==> config.mk <==
export PLATFORM = sky130hd
export DESIGN_NAME = int_clk_div
export DESIGN_NICKNAME = d
export VERILOG_FILES = /design/src/rtl/clk_pkg.sv /design/src/rtl/clk_bypass_mux.sv /design/src/rtl/int_clk_div.sv
export SDC_FILE = /design/constraint.sdc
export NUM_CORES = 1
export LEC_CHECK = 0
export CELL_PAD_IN_SITES_DETAIL_PLACEMENT = 1
export CELL_PAD_IN_SITES_GLOBAL_PLACEMENT = 1
export CORE_MARGIN = 2
export CORE_UTILIZATION = 41
export DETAILED_ROUTE_END_ITERATION = 8
export PLACE_DENSITY_LB_ADDON = 0.3
export SETUP_SLACK_MARGIN = 0.1
export SKIP_LAST_GASP = 1
export SLEW_MARGIN = 20
export SYNTH_ARGS = -nofsm -noshare
export SYNTH_HDL_FRONTEND = slang
export SYNTH_SLANG_ARGS = --single-unit
==> constraint.sdc <==
create_clock -name CLK -period 2.8 [get_ports CLK]
set_input_delay 0.28 -clock CLK [delete_from_list [all_inputs] [get_ports CLK]]
set_output_delay 0.28 -clock CLK [all_outputs]
set_load 0.01 [all_outputs]
==> src/rtl/clk_pkg.sv <==
// Shared constants, FSM state type and phase-length helpers for the clock divider.
package clk_pkg;

    // Ratios at or below this value select the bypass path.
    localparam int unsigned RATIO_BYPASS_MAX = 1;

    typedef enum logic [1:0] {
        BYPASS,
        HIGH,
        LOW
    } div_state_t;

    // High phase length in reference cycles for ratio n.
    function automatic int unsigned hi_len(input int unsigned n);
        return n >> 1;
    endfunction

    // Low phase length; takes the extra cycle for odd ratios.
    function automatic int unsigned lo_len(input int unsigned n);
        return n - (n >> 1);
    endfunction

endpackage

==> src/rtl/clk_bypass_mux.sv <==
// 2:1 clock mux kept as its own module so it can map to a library clock-mux cell.
module clk_bypass_mux (
    input  logic sel,
    input  logic clk_ref,
    input  logic clk_div,
    output logic clk_out
);

    assign clk_out = sel ? clk_ref : clk_div;

endmodule

==> src/rtl/int_clk_div.sv <==
// Programmable integer clock divider with glitch-free bypass.
// Configuration is reloaded every edge while bypassed, and only at the end of a
// high phase while dividing, so the output never carries a runt pulse.
module int_clk_div
    import clk_pkg::*;
#(
    parameter int unsigned RATIO_WD = 8
) (
    input  logic                CLK,
    input  logic                RST,
    input  logic                CLK_EN,
    input  logic [RATIO_WD-1:0] DIV_RATIO,
    output logic                DIV_CLK
);

    div_state_t          state;
    div_state_t          state_n;
    logic [RATIO_WD-1:0] cnt;
    logic [RATIO_WD-1:0] cnt_n;
    logic                div_q;
    logic                div_q_n;
    logic                act_bypass;
    logic                act_bypass_n;
    logic [RATIO_WD-1:0] act_ratio;
    logic [RATIO_WD-1:0] act_ratio_n;

    logic                cfg_bypass;
    logic [RATIO_WD-1:0] hi_last;
    logic [RATIO_WD-1:0] lo_last;

    assign cfg_bypass = !CLK_EN || (32'(DIV_RATIO) <= RATIO_BYPASS_MAX);
    assign hi_last    = RATIO_WD'(hi_len(32'(act_ratio)) - 1);
    assign lo_last    = RATIO_WD'(lo_len(32'(act_ratio)) - 1);

    // State, phase counter, divided clock and active configuration registers.
    always_ff @(posedge CLK or negedge RST) begin
        if (!RST) begin
            state      <= BYPASS;
            cnt        <= '0;
            div_q      <= 1'b0;
            act_bypass <= 1'b1;
            act_ratio  <= '0;
        end else begin
            state      <= state_n;
            cnt        <= cnt_n;
            div_q      <= div_q_n;
            act_bypass <= act_bypass_n;
            act_ratio  <= act_ratio_n;
        end
    end

    // Phase sequencing; the end of a high phase is the only reload point while dividing.
    always_comb begin
        state_n      = state;
        cnt_n        = cnt;
        div_q_n      = div_q;
        act_bypass_n = act_bypass;
        act_ratio_n  = act_ratio;
        case (state)
            BYPASS: begin
                act_ratio_n  = DIV_RATIO;
                act_bypass_n = cfg_bypass;
                cnt_n        = '0;
                if (cfg_bypass) begin
                    div_q_n = 1'b0;
                end else begin
                    // CLK is high just after this edge, so starting high avoids a runt.
                    div_q_n = 1'b1;
                    state_n = HIGH;
                end
            end
            HIGH: begin
                if (cnt == hi_last) begin
                    act_ratio_n  = DIV_RATIO;
                    act_bypass_n = cfg_bypass;
                    div_q_n      = 1'b0;
                    cnt_n        = '0;
                    state_n      = cfg_bypass ? BYPASS : LOW;
                end else begin
                    cnt_n = cnt + RATIO_WD'(1);
                end
            end
            LOW: begin
                if (cnt == lo_last) begin
                    div_q_n = 1'b1;
                    cnt_n   = '0;
                    state_n = HIGH;
                end else begin
                    cnt_n = cnt + RATIO_WD'(1);
                end
            end
            default: begin
                state_n      = BYPASS;
                cnt_n        = '0;
                div_q_n      = 1'b0;
                act_bypass_n = 1'b1;
            end
        endcase
    end

    clk_bypass_mux u_mux (
        .sel     (act_bypass),
        .clk_ref (CLK),
        .clk_div (div_q),
        .clk_out (DIV_CLK)
    );

endmodule

==> reports/results.ini <==
[clock_tree]
cts_tree=built
cts-hold-fix-buffers=0
clkTransAtPathRegs_ps=80
insertion_delay_ps=370

[setup_path]
regToRegSetupSlack_ps=20
cp_cell_sequence=inv_2, buf_6, ha_4, buf_4, buf_4, nor2b_1, o211ai_1, and3_1, o22ai_1, o41ai_4, nand3_2, a22o_1
max_stage_delay_ps=480
path_common_cell=buf_4
r2r_cells=12
cp_top_family=compound AO/OA/AOI/OAI gates
end_kind=flip-flop
r2r-end=state[1]
start_kind=flip-flop
cp_slowest_cell=o41ai_4
timing.rr.start=act_ratio[2]
crit_type=reg2reg
startpoint=act_ratio[2]
crit_fanout=4
critPathArrivalTime_ps=3050
required_ps=3070
cp_num_buf_inv=4

[drt]
detail-route-antenna-nets=0
vias=1543
wl_per_cell_um=20.3
routed_via_density=5.67
drc_errors=0
drtIter0Drc=36
wl_um=5520
drtPass1Iterations=4

[placement]
gp_congestion=0.846
port_buffers=11
placed_area_um2=2010
pre_cts_ws_ps=-133
place_hpwl_um=3720

[die]
pin_count=12
die_w_um=69.9
rows=23
die_area_um2=4890
start_util_pct=43.6
die_y_um=69.9
core_um2=4090

[flow_run]
cap_violations=0

[finish]
n_antenna_cell=0
final_cell_mix=ha_1, dfrtp_1, buf_4, xnor2_1, inv_1
design_area_um2=2310
post-route-util_pct=56.5
multi_input_area_um2=1330
fill_cells=447
final_nets=258
seqCellArea_um2=502
layout-drive-gt1-share_pct=28.4
layout_commonest_cell=ha_1
areaGrowthSynthToFinish_pct=29.7

[pwr]
leakagePower_nw=1.00
power_density_nw_per_um2=1450
totalPowerFinal_mw=3.35
vdd_ir_drop_max_v=0.000572

[timing]
min_period_ps=2780
finalClockSkew_ps=1.45
fmax_mhz=359
tightest_slew_ps=1000
worst_slack_ps=17.1
hold_viol_final=0
grt_setup_unrepaired=yes
slew_violations=0
timing.final.crit_share_pct=99.4
setup_violations=0
maxSlewHeadroom_pct=32.9
holdWs_ps=455

[hold_path]
hold_path.class=in2async

[global_route]
antenna_found_initial=0
grt_pass1_vias=1706
grt_pass1_wl_um=8390
overflow=0
grt_start_max_net_pins=21
track_usage_pct=22.3

[synth]
yosysUniqueCellTypes=41
netlist_area_um2=1780
seq_area_frac_synth_pct=28.2
avgSynthCellArea_um2=9.37
syn_inst=190
ys_ff_latch=20
yosysWarnings=0
synthesis.nets=225
synth_ff_type=dfrtp_1
synth_edf_count=0
async_flop_share_pct=100

[outcome]
status=finished, final reports clean

-- flip-flops by register name, summed over array words and instances (netlist names) --
| register | cells |
|---|---|
| state | 2 |
| div_q | 1 |
| cnt | 8 |
| act_ratio | 8 |
| act_bypass | 1 |
-- synth_stat cells, types with 2 or more instances --
cell type / instances / share of area [%]
nand2_1: 9 / 1.9
xor2_1: 10 / 4.9
nor2b_1: 5 / 1.8
a21oi_1: 8 / 2.2
inv_1: 18 / 3.8
ha_1: 23 / 16
xnor2_1: 16 / 7.9
nand2b_1: 5 / 1.8
a22o_1: 2 / 0.98
mux2_2: 9 / 5.7
nor2_1: 11 / 2.3
nor3_1: 8 / 2.2
o21ai_0: 4 / 1.1
o211ai_1: 2 / 0.84
a211oi_1: 3 / 1.3
and3_1: 2 / 0.70
clkbuf_1: 4 / 0.84
and2_1: 2 / 0.70
nand3_1: 7 / 2.0
dfrtp_1: 19 / 27
mux2i_1: 3 / 1.7
-- worst reg2reg max path: stages (launching register included) --
cell,delay (ps)
dfrtp_1,410
inv_2,80
buf_6,140
ha_4,280
buf_4,100
buf_4,110
nor2b_1,50
o211ai_1,320
and3_1,220
o22ai_1,120
o41ai_4,480
nand3_2,150
a22o_1,230
-- per-stage QoR --
step,instances,TNS (ps)
finish,272,0
global route,272,-845
CTS,266,0
detailed placement,257,-1170
global placement,257,-10.9
floorplan,190,0
-- metal layers --
| layer | share of wire [%] | track usage (%) | up-vias |
|---|---|---|---|
| met5 | 0 | 0 | - |
| met4 | 2.0 | 10.3 | 0 |
| met3 | 3.1 | 4.33 | 11 |
| met2 | 52 | 38.6 | 29 |
| met1 | 43 | 26.4 | 789 |
| li1 | - | - | 714 |
-- worst max path at each step --
stage	endpoint	slack, ps	depth (start not counted)
CTS	state[1]	110	10
floorplan	div_q	170	11
global route	state[0]	-110	9
global placement	state[1]	-6	9
finish	state[1]	20	12
detailed placement	state[1]	-130	9
-- final cells by class --
type	count	area share (%)
Clock buffer	8	4.60
Inverter	19	3.09
Multi-Input combinational cell	147	57.5
Sequential cell	20	21.7
Tap cell	50	2.71
Timing Repair Buffer	28	10.3
-- repair_timing --
action                                  CTS  global route
setup buffers                             2             5
cloned                                    0             1
gates resized for setup                   8            22
pin swaps                                 3            14
endpoints found under the setup margin   19            19
-- logic make-up after synthesis --
group	after synthesis	share of synthesized area [%]
AND/OR/NAND/NOR	54	15.5
adder cells (fa/ha/maj)	24	17.3
AO/OA/AOI/OAI	30	13.4
multiplexers	12	7.38
flip-flops	20	28.2
buffers and inverters	24	5.48
XOR/XNOR	26	12.8
-- report_power, final --
| part | switching, mW | internal [mW] |
|---|---|---|
| sequential | 0.0856 | 0.386 |
| clock | 0.142 | 0.255 |
| combinational | 1.34 | 1.14 |
| total | 1.57 | 1.78 |
No activity file was read; power rests on OpenSTA's default activity.
